--- src/rtl/encrypt_config.svh ---
// Build-wide defaults for the encryption datapath.
// ENC_LATENCY is the encrypt_unit pipeline depth (en -> v) in cycles.
`ifndef ENCRYPT_CONFIG_SVH
`define ENCRYPT_CONFIG_SVH
`define ENC_LATENCY 2
`endif

--- src/rtl/encrypt_pkg.sv ---
// Shared types for the encrypt_unit front end: FSM states and the per-byte
// tag that travels alongside each byte through the unit's pipeline.
package encrypt_pkg;

    localparam int ID_W   = 1;
    localparam int DATA_W = 8;

    typedef enum logic [1:0] {
        IDLE   = 2'd0,
        CFG    = 2'd1,
        STREAM = 2'd2,
        GAP    = 2'd3
    } state_e;

    typedef struct packed {
        logic            valid;
        logic [ID_W-1:0] id;
        logic            last;
    } tag_t;

endpackage

--- src/rtl/encrypt_tag_pipe.sv ---
// Tag shift register mirroring the encrypt_unit latency, plus an in-flight
// byte counter and a sticky error flag for tag/valid disagreement.
module encrypt_tag_pipe
    import encrypt_pkg::*;
#(
    parameter int PIPE_LAT = 2
)
(
    input  logic clk,
    input  logic rst,
    input  tag_t push,
    input  logic enc_v,
    output tag_t head,
    output logic drained,
    output logic err
);

    localparam int CNT_W = $clog2(PIPE_LAT + 2);

    tag_t             stage_reg [PIPE_LAT];
    logic [CNT_W-1:0] count_reg;
    logic             err_reg;

    // Shifts every cycle so the head lines up with enc_v exactly PIPE_LAT cycles later.
    always_ff @(posedge clk or posedge rst) begin
        if (rst) begin
            for (int i = 0; i < PIPE_LAT; i++) begin
                stage_reg[i] <= '0;
            end
        end else begin
            stage_reg[0] <= push;
            for (int i = 1; i < PIPE_LAT; i++) begin
                stage_reg[i] <= stage_reg[i-1];
            end
        end
    end

    // Decrement saturates at zero so a stray enc_v cannot wrap the count and block config.
    always_ff @(posedge clk or posedge rst) begin
        if (rst) begin
            count_reg <= '0;
        end else begin
            case ({push.valid, enc_v})
                2'b10:   count_reg <= count_reg + 1'b1;
                2'b01:   if (count_reg != '0) count_reg <= count_reg - 1'b1;
                default: count_reg <= count_reg;
            endcase
        end
    end

    always_ff @(posedge clk or posedge rst) begin
        if (rst) begin
            err_reg <= 1'b0;
        end else if (enc_v != head.valid) begin
            err_reg <= 1'b1;
        end
    end

    assign head    = stage_reg[PIPE_LAT-1];
    assign drained = (count_reg == '0);
    assign err     = err_reg;

endmodule

--- src/rtl/encrypt_arbiter.sv ---
// Round-robin scheduler sharing one encrypt_unit between two byte streams
// and a key-load port; tags each byte so outputs carry source and packet end.
`include "encrypt_config.svh"

module encrypt_arbiter
    import encrypt_pkg::*;
#(
    parameter int PIPE_LAT  = `ENC_LATENCY,
    parameter int MAX_BURST = 4
)
(
    input  logic              clk,
    input  logic              rst,
    input  logic              req0_valid,
    input  logic [DATA_W-1:0] req0_data,
    input  logic              req0_last,
    output logic              req0_ready,
    input  logic              req1_valid,
    input  logic [DATA_W-1:0] req1_data,
    input  logic              req1_last,
    output logic              req1_ready,
    input  logic              cfg_valid,
    input  logic [DATA_W-1:0] cfg_key,
    output logic              cfg_ready,
    output logic              enc_en,
    output logic [DATA_W-1:0] enc_din,
    output logic              enc_cfg_en,
    output logic [DATA_W-1:0] enc_cfg_data,
    input  logic              enc_v,
    input  logic [DATA_W-1:0] enc_dout,
    output logic              out_valid,
    output logic [DATA_W-1:0] out_data,
    output logic [ID_W-1:0]   out_id,
    output logic              out_last,
    output logic              err
);

    localparam int BEAT_W = $clog2(MAX_BURST + 1);

    state_e            state_reg, state_next;
    logic [ID_W-1:0]   gnt_reg, gnt_next;
    logic [ID_W-1:0]   rr_reg, rr_next;
    logic [BEAT_W-1:0] beat_reg, beat_next;

    logic              en_reg;
    logic [DATA_W-1:0] din_reg;
    logic [ID_W-1:0]   id_reg;
    logic              last_reg;

    logic [1:0]             valid_vec;
    logic [1:0]             last_vec;
    logic [1:0][DATA_W-1:0] data_vec;
    logic                   accept;
    logic                   drained;
    tag_t                   push_tag;
    tag_t                   head_tag;

    assign valid_vec = {req1_valid, req0_valid};
    assign last_vec  = {req1_last, req0_last};
    assign data_vec  = {req1_data, req0_data};
    assign accept    = (state_reg == STREAM) && valid_vec[gnt_reg];

    // A pending key load freezes new grants until the unit has drained, so it cannot starve.
    always_comb begin
        state_next = state_reg;
        gnt_next   = gnt_reg;
        rr_next    = rr_reg;
        beat_next  = beat_reg;
        case (state_reg)
            IDLE: begin
                if (cfg_valid) begin
                    if (drained && !en_reg) state_next = CFG;
                end else if (valid_vec[rr_reg]) begin
                    gnt_next   = rr_reg;
                    beat_next  = '0;
                    state_next = STREAM;
                end else if (valid_vec[~rr_reg]) begin
                    gnt_next   = ~rr_reg;
                    beat_next  = '0;
                    state_next = STREAM;
                end
            end
            CFG: state_next = IDLE;
            STREAM: begin
                if (accept) begin
                    beat_next = beat_reg + 1'b1;
                    if (last_vec[gnt_reg] || beat_reg == BEAT_W'(MAX_BURST - 1)) begin
                        state_next = GAP;
                        rr_next    = ~gnt_reg;
                    end
                end
            end
            GAP:     state_next = IDLE;
            default: state_next = IDLE;
        endcase
    end

    always_ff @(posedge clk or posedge rst) begin
        if (rst) begin
            state_reg <= IDLE;
            gnt_reg   <= '0;
            rr_reg    <= '0;
            beat_reg  <= '0;
            en_reg    <= 1'b0;
            din_reg   <= '0;
            id_reg    <= '0;
            last_reg  <= 1'b0;
        end else begin
            state_reg <= state_next;
            gnt_reg   <= gnt_next;
            rr_reg    <= rr_next;
            beat_reg  <= beat_next;
            en_reg    <= accept;
            din_reg   <= accept ? data_vec[gnt_reg] : '0;
            id_reg    <= accept ? gnt_reg : '0;
            last_reg  <= accept && last_vec[gnt_reg];
        end
    end

    assign push_tag = '{valid: en_reg, id: id_reg, last: last_reg};

    encrypt_tag_pipe #(
        .PIPE_LAT (PIPE_LAT)
    ) u_tag_pipe (
        .clk     (clk),
        .rst     (rst),
        .push    (push_tag),
        .enc_v   (enc_v),
        .head    (head_tag),
        .drained (drained),
        .err     (err)
    );

    assign req0_ready   = (state_reg == STREAM) && (gnt_reg == ID_W'(0));
    assign req1_ready   = (state_reg == STREAM) && (gnt_reg == ID_W'(1));
    assign cfg_ready    = (state_reg == CFG);
    assign enc_cfg_en   = (state_reg == CFG);
    assign enc_cfg_data = (state_reg == CFG) ? cfg_key : '0;
    assign enc_en       = en_reg;
    assign enc_din      = din_reg;

    // Gated by the tag so bytes issued before a reset never surface as output.
    assign out_valid = enc_v && head_tag.valid;
    assign out_data  = out_valid ? enc_dout : '0;
    assign out_id    = head_tag.id;
    assign out_last  = head_tag.last;

endmodule

--- config.mk ---
export PLATFORM = sky130hd
export DESIGN_NAME = encrypt_arbiter
export DESIGN_NICKNAME = d
export VERILOG_FILES = /design/src/rtl/encrypt_pkg.sv /design/src/rtl/encrypt_tag_pipe.sv /design/src/rtl/encrypt_arbiter.sv
export VERILOG_INCLUDE_DIRS = /design/src /design/src/rtl
export SDC_FILE = /design/constraint.sdc
export NUM_CORES = 1
export LEC_CHECK = 0
export CORE_ASPECT_RATIO = 1.2
export CORE_UTILIZATION = 30
export CTS_BUF_LIST = sky130_fd_sc_hd__clkbuf_8
export CTS_CLUSTER_DIAMETER = 50
export DETAILED_ROUTE_END_ITERATION = 12
export GPL_ROUTABILITY_DRIVEN = 0
export PLACE_DENSITY = 0.69
export SLEW_MARGIN = 10
export SYNTH_ARGS = -nofsm -noshare
export SYNTH_HDL_FRONTEND = slang
export SYNTH_SLANG_ARGS = --single-unit
--- constraint.sdc ---
create_clock -name clk -period 2.1 [get_ports clk]
set_clock_uncertainty 0.1 [all_clocks]
set_input_delay 0.42 -clock clk [delete_from_list [all_inputs] [get_ports clk]]
set_output_delay 0.42 -clock clk [all_outputs]
set_load 0.01 [all_outputs]
==> results_dict.tcl, run 1 <==
set metrics [dict create \
    cellPowerDensity_nw_per_um2 984 \
    status "complete, no violations" \
    drt_iter0_drc 15 \
    crit_fanout 1 \
    ys_seq_area_share_pct 52.7 \
    hold_path.class "flop to flop" \
    maxCapViolCount 0 \
    ioPinCount 73 \
    hpwl_um 2570 \
    crit_path_end_kind "output port" \
    hold_ws_ns 0.255 \
    start_kind "input port" \
    synth_warnings 0 \
    die_area_um2 4540 \
    viasPerCell 4.56 \
    insertion_delay_ns 0.26 \
    required_ns 1.58 \
    synth_top_area_share_pct 52.7 \
    cts_hold_buf 0 \
    synth_cells 117 \
    ant_nets 0 \
    overflow 0 \
    setup_viol 0 \
    maxSlewViolCount 0 \
    synth_edf_count 0 \
    yosysMostFrequentCell "dfrtp_1" \
    final.min_clock_period_ns 2.08 \
    cts_tree "done" \
    synth_ff_type "dfrtp_1" \
    total_power_uw 2140 \
    drive_gt1_share_pct 11.2 \
    cts_buffers 3 \
    max-vdd-ir-drop_v 0.000488 \
    largest_reg_flops 8 \
    period_share_pct 99.0 \
    die_y_um 73.6 \
    ys_seq_elements 27 \
    clock-sinks 27 \
    path_cells "clkdlybuf4s50_1, and2_1, clkdlybuf4s50_1" \
    wl_per_cell_um 13.3 \
    antenna_found_initial 0 \
    areaGrowthSynthToFinish_pct 69.5 \
    start_util_pct 32.0 \
    cts-root-buf "clkbuf_8" \
    portBuffers 72 \
    grtUsageTotal_pct 15.7 \
    finalWirelength_um 3340 \
    synth_area_per_cell_um2 11.0 \
    yosys.area.top_type "dfrtp_1" \
    grt_pass1_vias 1175 \
    clk_transition_reported_paths_ns 0.09 \
    core_area_um2 4000 \
    cp_common_cell "clkdlybuf4s50_1" \
    htreeDepth 1 \
    layout.nets 240 \
    drc_errors 0 \
    vias 1139 \
    fill_cells 381 \
    crit_type "input port to output port" \
    synth_area_um2 1280 \
    dr.pass1.iters 5 \
    crit_arrival_ns 1.56 \
    critPathMaxStageDelay_ns 0.54 \
    clk_path_buf_depth 2 \
    leakagePower_uw 0.00113 \
    async_flop_share_pct 100 \
    grt_pass1_wl_um 5310 \
    hold_violations 0 \
    max_freq_mhz 481 \
    tightest_slew_ns 0.345 \
    slowest_stage "clkdlybuf4s50_1" \
    slew-limit-headroom_pct 77.0 \
    synth_top_cells_by_count "dfrtp_1 (27), nor2_1 (13), mux2i_1 (11)" \
    grt_max_degree 28 \
    yosys.cell_types.count 32 \
    die_w_um 61.7 \
    syn_nets 160 \
    yosys-top-cells-area "dfrtp_1 (53%), mux2i_1 (8.6%), and2_1 (4.9%)" \
    rows 25 \
    antenna_cells 0 \
]
[cell families after synthesis]
family | after synthesis | share of synthesized area [%]
buffers and inverters | 11 | 4.49
adders and majority gates | 3 | 2.93
DFF | 27 | 52.7
and+or+nand+nor | 48 | 21.0
AOI/OAI and AO/OA | 15 | 8.29
muxes | 13 | 10.6
[placed cells by master (no fill, tap or decap), types with 3 or more instances in the layout]
cell             synthesis  final
clkdlybuf4s50_1          0     60
and2_1                  10     10
nand2b_1                 4      4
nor2_1                  13     13
nand2_1                  3      3
and3_1                   8      8
clkbuf_8                 0      3
o21ai_0                  4      4
inv_1                    5      5
dlygate4sd2_1            0      4
dfrtp_1                 27     25
mux2i_1                 11     11
a21oi_1                  4      4
buf_4                    2      8
dlymetal6s2s_1           0      8
[cell type report]
type | count | area [µm²] | area share (%)
Sequential cell | 27 | 678 | 31.2
Clock inverter | 1 | 3.75 | 0.173
Timing Repair Buffer | 80 | 796 | 36.6
Clock buffer | 3 | 41.3 | 1.90
Inverter | 6 | 25.0 | 1.15
Multi-Input combinational cell | 79 | 562 | 25.8
Tap cell | 54 | 67.6 | 3.11
[what timing repair did]
action | in CTS | in global routing
gates resized for setup | 9 | 9
endpoints found under the setup margin | 21 | 8
setup buffers | 3 | 0
[through the flow]
| stage | setup slack (ns) | instance area, µm² | util [%] | TNS [ns] | std cells |
|---|---|---|---|---|---|
| after floorplan | 0.605 | 1280 | - | 0 | 117 |
| after global placement | -0.239 | 2070 | 51.8 | -2.03 | 243 |
| after detailed placement | -0.303 | 2070 | 51.8 | -2.44 | 243 |
| after CTS | 0.0143 | 2150 | 53.7 | 0 | 250 |
| after global routing | -0.00406 | 2170 | 54.3 | -0.00406 | 250 |
| final | 0.0218 | 2170 | 54.3 | 0 | 250 |
[critical path: cells and delay by family]
family                 cells  cell delay, ns
buffers and inverters      2            1.00
AND/OR/NAND/NOR            1            0.13
[per-layer routing]
metal / part of all wire, % / up-vias / track usage [%]
li1: - / 550 / -
met3: 4.6 / 4 / 1.94
met1: 40 / 549 / 20.0
met4: 1.4 / 0 / 6.17
met5: 0 / - / 0
met2: 54 / 36 / 26.6
[worst paths after layout]
path	from	to	slack, ns	depth (start not counted)
setup / recovery	enc_dout[4]	out_data[4]	0.02	3
hold / removal	u_tag_pipe.stage_reg[5]$_DFF_PP0_	u_tag_pipe.head[2]$_DFF_PP0_	0.25	0
setup reg to reg	gnt_reg$_DFFE_PP0P_	beat_reg[2]$_DFFE_PP0P_	0.47	4
hold reg to reg	u_tag_pipe.stage_reg[5]$_DFF_PP0_	u_tag_pipe.head[2]$_DFF_PP0_	0.25	0
max in group asynchronous	rst	state_reg[1]$_DFFE_PP0P_	1.21	3
min in group asynchronous	rst	enc_din[2]$_DFF_PP0_	0.41	3
[where the power goes]
part	total [µW]	internal [µW]	switching [µW]	leakage [µW]
clock	279	131	148	0.0000269
combinational	1070	593	473	0.000749
sequential	793	684	110	0.000350
Note: power is estimated with default switching activity, not from simulation.
==> run 2, diff against run 1 <==
--- a/config.mk
+++ b/config.mk
@@ -6,13 +6,15 @@
 export SDC_FILE = /design/constraint.sdc
 export NUM_CORES = 1
 export LEC_CHECK = 0
+export CAP_MARGIN = 40
 export CORE_ASPECT_RATIO = 1.2
 export CORE_UTILIZATION = 30
 export CTS_BUF_LIST = sky130_fd_sc_hd__clkbuf_8
 export CTS_CLUSTER_DIAMETER = 50
 export DETAILED_ROUTE_END_ITERATION = 12
+export DONT_BUFFER_PORTS = 1
 export GPL_ROUTABILITY_DRIVEN = 0
-export PLACE_DENSITY = 0.69
+export PLACE_DENSITY = 0.47
 export SLEW_MARGIN = 10
 export SYNTH_ARGS = -nofsm -noshare
 export SYNTH_HDL_FRONTEND = slang
==> run 2 against run 1 <==
- wire length shrank 25%
- via count is 27% lower
- critical endpoint is now req1_ready
- final cell count is 31% lower
- clock power increased by 9.7%
- critical path depth fell by 1
- critical path type is now flop to output port
- register-to-register slack gained 0.07 ns
- clock-buffer cell count is the same
- utilization fell by 20 points
- largest power group is now sequential cells
- non-clock buffer count is 77 lower
- setup slack improved by 0.25 ns
==> results_dict.tcl, run 2 (synthesized netlist as in run 1, its figures left out) <==
set metrics [dict create \
    required_ns 1.58 \
    leakagePower_uw 0.000680 \
    path_cells "and2b_1, and2_1" \
    crit_type "flop to output port" \
    max_freq_mhz 548 \
    rows 25 \
    r2r_end "beat_reg[2]$_DFFE_PP0P_" \
    grt_pass1_wl_um 3700 \
    viasPerCell 4.79 \
    crit_end "req1_ready" \
    fill_cells 431 \
    r2r-start "gnt_reg$_DFFE_PP0P_" \
    cts-root-buf "clkbuf_8" \
    die_area_um2 4540 \
    seqPwrFrac_pct 48.3 \
    overflow 0 \
    drive_gt1_share_pct 10.9 \
    portBuffers 0 \
    place_inst 168 \
    cts_buffers 3 \
    grt_pass1_vias 797 \
    tightest_slew_ns 0.395 \
    maxCapViolCount 0 \
    path_buf_inv 0 \
    layout.nets 163 \
    cellPowerDensity_nw_per_um2 1260 \
    cts-resized-gates 0 \
    period_share_pct 86.9 \
    drt_iter0_drc 17 \
    ioPinCount 73 \
    critPathMaxStageDelay_ns 0.49 \
    switching_share_pct 38.2 \
    crit_fanout 13 \
    grt_max_degree 28 \
    drc_errors 0 \
    clk_transition_reported_paths_ns 0.10 \
    crit_path_end_kind "output port" \
    antenna_found_initial 0 \
    core_area_um2 4000 \
    insertion_delay_ns 0.27 \
    die_y_um 73.6 \
    start_kind "flop" \
    clk_path_buf_depth 2 \
    htreeDepth 1 \
    cpLargestDelayFamily "simple AND/OR/NAND/NOR gates" \
    rsz0062_at_grt "false" \
    maxSlewViolCount 0 \
    crit_start "state_reg[0]$_DFFE_PP0P_" \
    largest_reg_flops 8 \
    place_area_um2 1330 \
    final_common_cell "dfrtp_1" \
    status "complete, no violations" \
    crit_arrival_ns 1.31 \
    stdcell_count 173 \
    vias 828 \
    setup_tns_ns 0 \
    areaGrowthSynthToFinish_pct 8.29 \
    dr.pass1.iters 4 \
    die_w_um 61.7 \
    fin_area_um2 1390 \
    grtUsageTotal_pct 11.2 \
    total_power_uw 1740 \
    start_util_pct 32.0 \
    cts_tree "done" \
    clockPowerShare_pct 17.5 \
    ant_nets 0 \
    clock-sinks 27 \
    combPwrFrac_pct 34.2 \
    antenna_cells 0 \
    slew-limit-headroom_pct 73.6 \
    slowest_stage "dfrtp_1" \
    rr_worst_depth 3 \
    hold_path.class "input port to flop" \
    reg2reg_slack_ns 0.54 \
    p_int_uw 1080 \
    hpwl_um 1920 \
    final_cell_mix "dfrtp_1 (27), nor2_1 (13), mux2i_1 (11)" \
    cts_hold_buf 1 \
    cp.depth 2 \
    hold_violations 0 \
    wl_per_cell_um 14.4 \
    cts_setup_buffers 0 \
    setup_viol 0 \
    finalWirelength_um 2500 \
    power.switching_uw 667 \
    final.min_clock_period_ns 1.83 \
    max-vdd-ir-drop_v 0.000638 \
]
[run 2: final cells by class]
type / instances / area [µm²] / area share (%)
inverters: 6 / 22.5 / 1.62
clock inverters: 1 / 7.51 / 0.541
multi-input cells: 79 / 549 / 39.5
flip-flops and latches: 27 / 676 / 48.6
well taps: 54 / 67.6 / 4.86
repair buffers: 3 / 25.0 / 1.80
clock buffers: 3 / 41.3 / 2.97
[run 2: worst min-delay path by stage]
stage | slack [ns] | startpoint | end | cells past startpoint
floorplan | 0.23 | u_tag_pipe.stage_reg[3]$_DFF_PP0_ | u_tag_pipe.head[0]$_DFF_PP0_ | 0
global placement | 0.23 | last_reg$_DFF_PP0_ | u_tag_pipe.stage_reg[3]$_DFF_PP0_ | 0
detailed placement | 0.23 | u_tag_pipe.stage_reg[4]$_DFF_PP0_ | u_tag_pipe.head[1]$_DFF_PP0_ | 0
CTS | 0.14 | req0_valid | gnt_reg$_DFFE_PP0P_ | 1
global route | 0.14 | req0_valid | gnt_reg$_DFFE_PP0P_ | 1
finish | 0.14 | req0_valid | gnt_reg$_DFFE_PP0P_ | 1
[run 2: metrics by stage]
step | hold slack [ns] | util, % | setup slack, ns
CTS | 0.138 | 34.7 | 0.269
global placement | 0.231 | 33.2 | 0.581
global route | 0.142 | 34.7 | 0.194
finish | 0.139 | 34.7 | 0.275
detailed placement | 0.235 | 33.2 | 0.559
floorplan | 0.231 | - | 0.605
[run 2: worst register-to-register path: stages, from the launching register on]
cell	delay (ns)
dfrtp_1	0.49
or3b_1	0.42
o2111ai_2	0.11
mux2_4	0.33
[run 2: layer usage]
layer  part of all wire (%)  global-route usage [%]
met5                      0                       0
met4                    1.0                    3.70
met3                    6.0                    2.82
met2                     53                    19.0
met1                     40                    13.6
[run 2: power by group through the flow]
| stage | Sequential, µW | Clock [µW] | Combinational (µW) |
|---|---|---|---|
| finish | 842 | 306 | 596 |
| global route | 870 | 328 | 685 |
| CTS | 846 | 314 | 610 |
| detailed placement | 857 | 0 | 605 |
| global placement | 850 | 0 | 593 |
| floorplan | 781 | 0 | 592 |
==> run 3, diff against run 2 <==
--- a/config.mk
+++ b/config.mk
@@ -14,8 +14,8 @@
 export DETAILED_ROUTE_END_ITERATION = 12
 export DONT_BUFFER_PORTS = 1
 export GPL_ROUTABILITY_DRIVEN = 0
+export HOLD_SLACK_MARGIN = 0.05
 export PLACE_DENSITY = 0.47
-export SLEW_MARGIN = 10
 export SYNTH_ARGS = -nofsm -noshare
 export SYNTH_HDL_FRONTEND = slang
 export SYNTH_SLANG_ARGS = --single-unit
==> constraint.sdc (replaced) <==
create_clock -name clk -period 1.8 [get_ports clk]
set_clock_uncertainty 0.1 [all_clocks]
set_input_delay 0.36 -clock clk [delete_from_list [all_inputs] [get_ports clk]]
set_output_delay 0.36 -clock clk [all_outputs]
set_load 0.01 [all_outputs]
==> run 3 against run 2 <==
- power rose by 17%
- global-route usage rose by 0.46 points
- combinational power rose by 19%
- clock-buffer cell count did not move
- largest power group unchanged
- final cell count did not move
- via count rose by 0.36%
- critical path type unchanged
- non-clock buffer count did not move
- critical path depth did not move
- first-iteration DRC count fell by 53%
- register-to-register slack got worse by 0.28 ns
- sequential share of layout area fell by 0.13 points
- worst hold slack got worse by 0.060 ns
==> results_dict.tcl, run 3 (synthesized netlist as in run 1, its figures left out) <==
set metrics [dict create \
    grtUsageTotal_pct 11.7 \
    wl_per_cell_um 14.8 \
    final_cell_mix "dfrtp_1 (27), nor2_1 (12), mux2i_1 (11)" \
    insertion_delay_ns 0.27 \
    rsz0062_at_grt "false" \
    final.min_clock_period_ns 1.74 \
    drive_gt1_share_pct 12.6 \
    clk_path_buf_depth 2 \
    cts_setup_buffers 0 \
    slew-limit-headroom_pct 77.2 \
    max_freq_mhz 576 \
    maxCapViolCount 0 \
    clock-sinks 27 \
    ant_nets 0 \
    cp.depth 2 \
    hpwl_um 2000 \
    antenna_found_initial 0 \
    viasPerCell 4.80 \
    place_inst 168 \
    core_area_um2 4000 \
    die_w_um 61.7 \
    period_share_pct 96.4 \
    slowest_stage "dfrtp_1" \
    path_buf_inv 0 \
    critPathMaxStageDelay_ns 0.51 \
    cts_tree "done" \
    stdcell_count 173 \
    crit_arrival_ns 1.28 \
    overflow 0 \
    hold_violations 0 \
    hold_path_depth 1 \
    layout.nets 163 \
    antenna_cells 0 \
    rr_worst_depth 3 \
    path_cells "and2b_2, and2_1" \
    cpLargestDelayFamily "flip-flops" \
    crit_fanout 13 \
    dr.pass1.iters 2 \
    die_y_um 73.6 \
    status "complete, no violations" \
    grt_pass1_wl_um 3810 \
    leakagePower_uw 0.000679 \
    grt_max_degree 28 \
    cts-root-buf "clkbuf_8" \
    finalWirelength_um 2560 \
    grt_pass1_vias 832 \
    portBuffers 0 \
    crit_path_end_kind "output port" \
    hold_path.class "input port to flop" \
    drt_iter0_drc 8 \
    setup_viol 0 \
    max-vdd-ir-drop_v 0.000524 \
    tightest_slew_ns 0.343 \
    clk_transition_reported_paths_ns 0.09 \
    die_area_um2 4540 \
    post-route-util_pct 34.8 \
    crit_type "flop to output port" \
    largest_reg_flops 8 \
    cts_buffers 3 \
    start_kind "flop" \
    vias 831 \
    final_common_cell "dfrtp_1" \
    setup_tns_ns 0 \
    maxSlewViolCount 0 \
    rows 25 \
    drc_errors 0 \
    ioPinCount 73 \
    start_util_pct 32.0 \
    areaGrowthSynthToFinish_pct 8.59 \
    required_ns 1.34 \
    cellPowerDensity_nw_per_um2 1470 \
    htreeDepth 1 \
]
## run 3: cell counts in the layout (fill, tap and decap cells not counted)
No cell type changed its count.
## run 3: repair_timing
action | in CTS | in global routing
hold endpoints to repair | 27 | 0
endpoints found under the setup margin | 0 | 3
hold buffers | 1 | 0
gates resized for setup | 0 | 2
## run 3: layer usage
metal  wire length (µm)  GRT usage [%]  part of all wire, %
met1                999           13.6                   39
met2               1400           20.4                   55
met3                142           2.46                  5.5
met4                 24           4.44                 0.94
met5                  0              0                    0
## run 3: final cells by class
cell class                 instances  area (µm²)
multi-input combinational         79         553
tap                               54        67.6
clock buffer                       3        41.3
timing repair buffer               3        25.0
inverter                           6        22.5
fill                             441        2610
sequential                        27         676
clock inverter                     1        7.51
## run 3: report_power, final
part | total (µW) | switching, µW | leakage (µW) | internal (µW)
clock network | 355 | 198 | 0.0000217 | 157
registers | 979 | 186 | 0.000353 | 793
logic | 708 | 398 | 0.000305 | 310
## run 3: worst paths after layout
check                                    startpoint                                 to  slack (ns)
max in group asynchronous                       rst                gnt_reg$_DFFE_PP0P_        0.85
min in group asynchronous                       rst               enc_din[4]$_DFF_PP0_        0.48
hold / removal                           req0_valid                gnt_reg$_DFFE_PP0P_        0.08
setup / recovery           state_reg[0]$_DFFE_PP0P_                         req1_ready        0.06
hold reg to reg                    id_reg$_DFF_PP0_  u_tag_pipe.stage_reg[4]$_DFF_PP0_        0.25
setup reg to reg           state_reg[1]$_DFFE_PP0P_            beat_reg[2]$_DFFE_PP0P_        0.26
## run 3: metrics by stage
| stage | power, µW | instance area (µm²) | worst slack, ns | hold WS [ns] |
|---|---|---|---|---|
| global placement | 1680 | 1330 | 0.316 | 0.232 |
| floorplan | 1600 | 1280 | 0.305 | 0.231 |
| global route | 2200 | 1390 | 0.00112 | 0.0636 |
| detailed placement | 1710 | 1330 | 0.296 | 0.236 |
| CTS | 2070 | 1390 | 0.0333 | 0.0692 |
| finish | 2040 | 1390 | 0.0645 | 0.0786 |
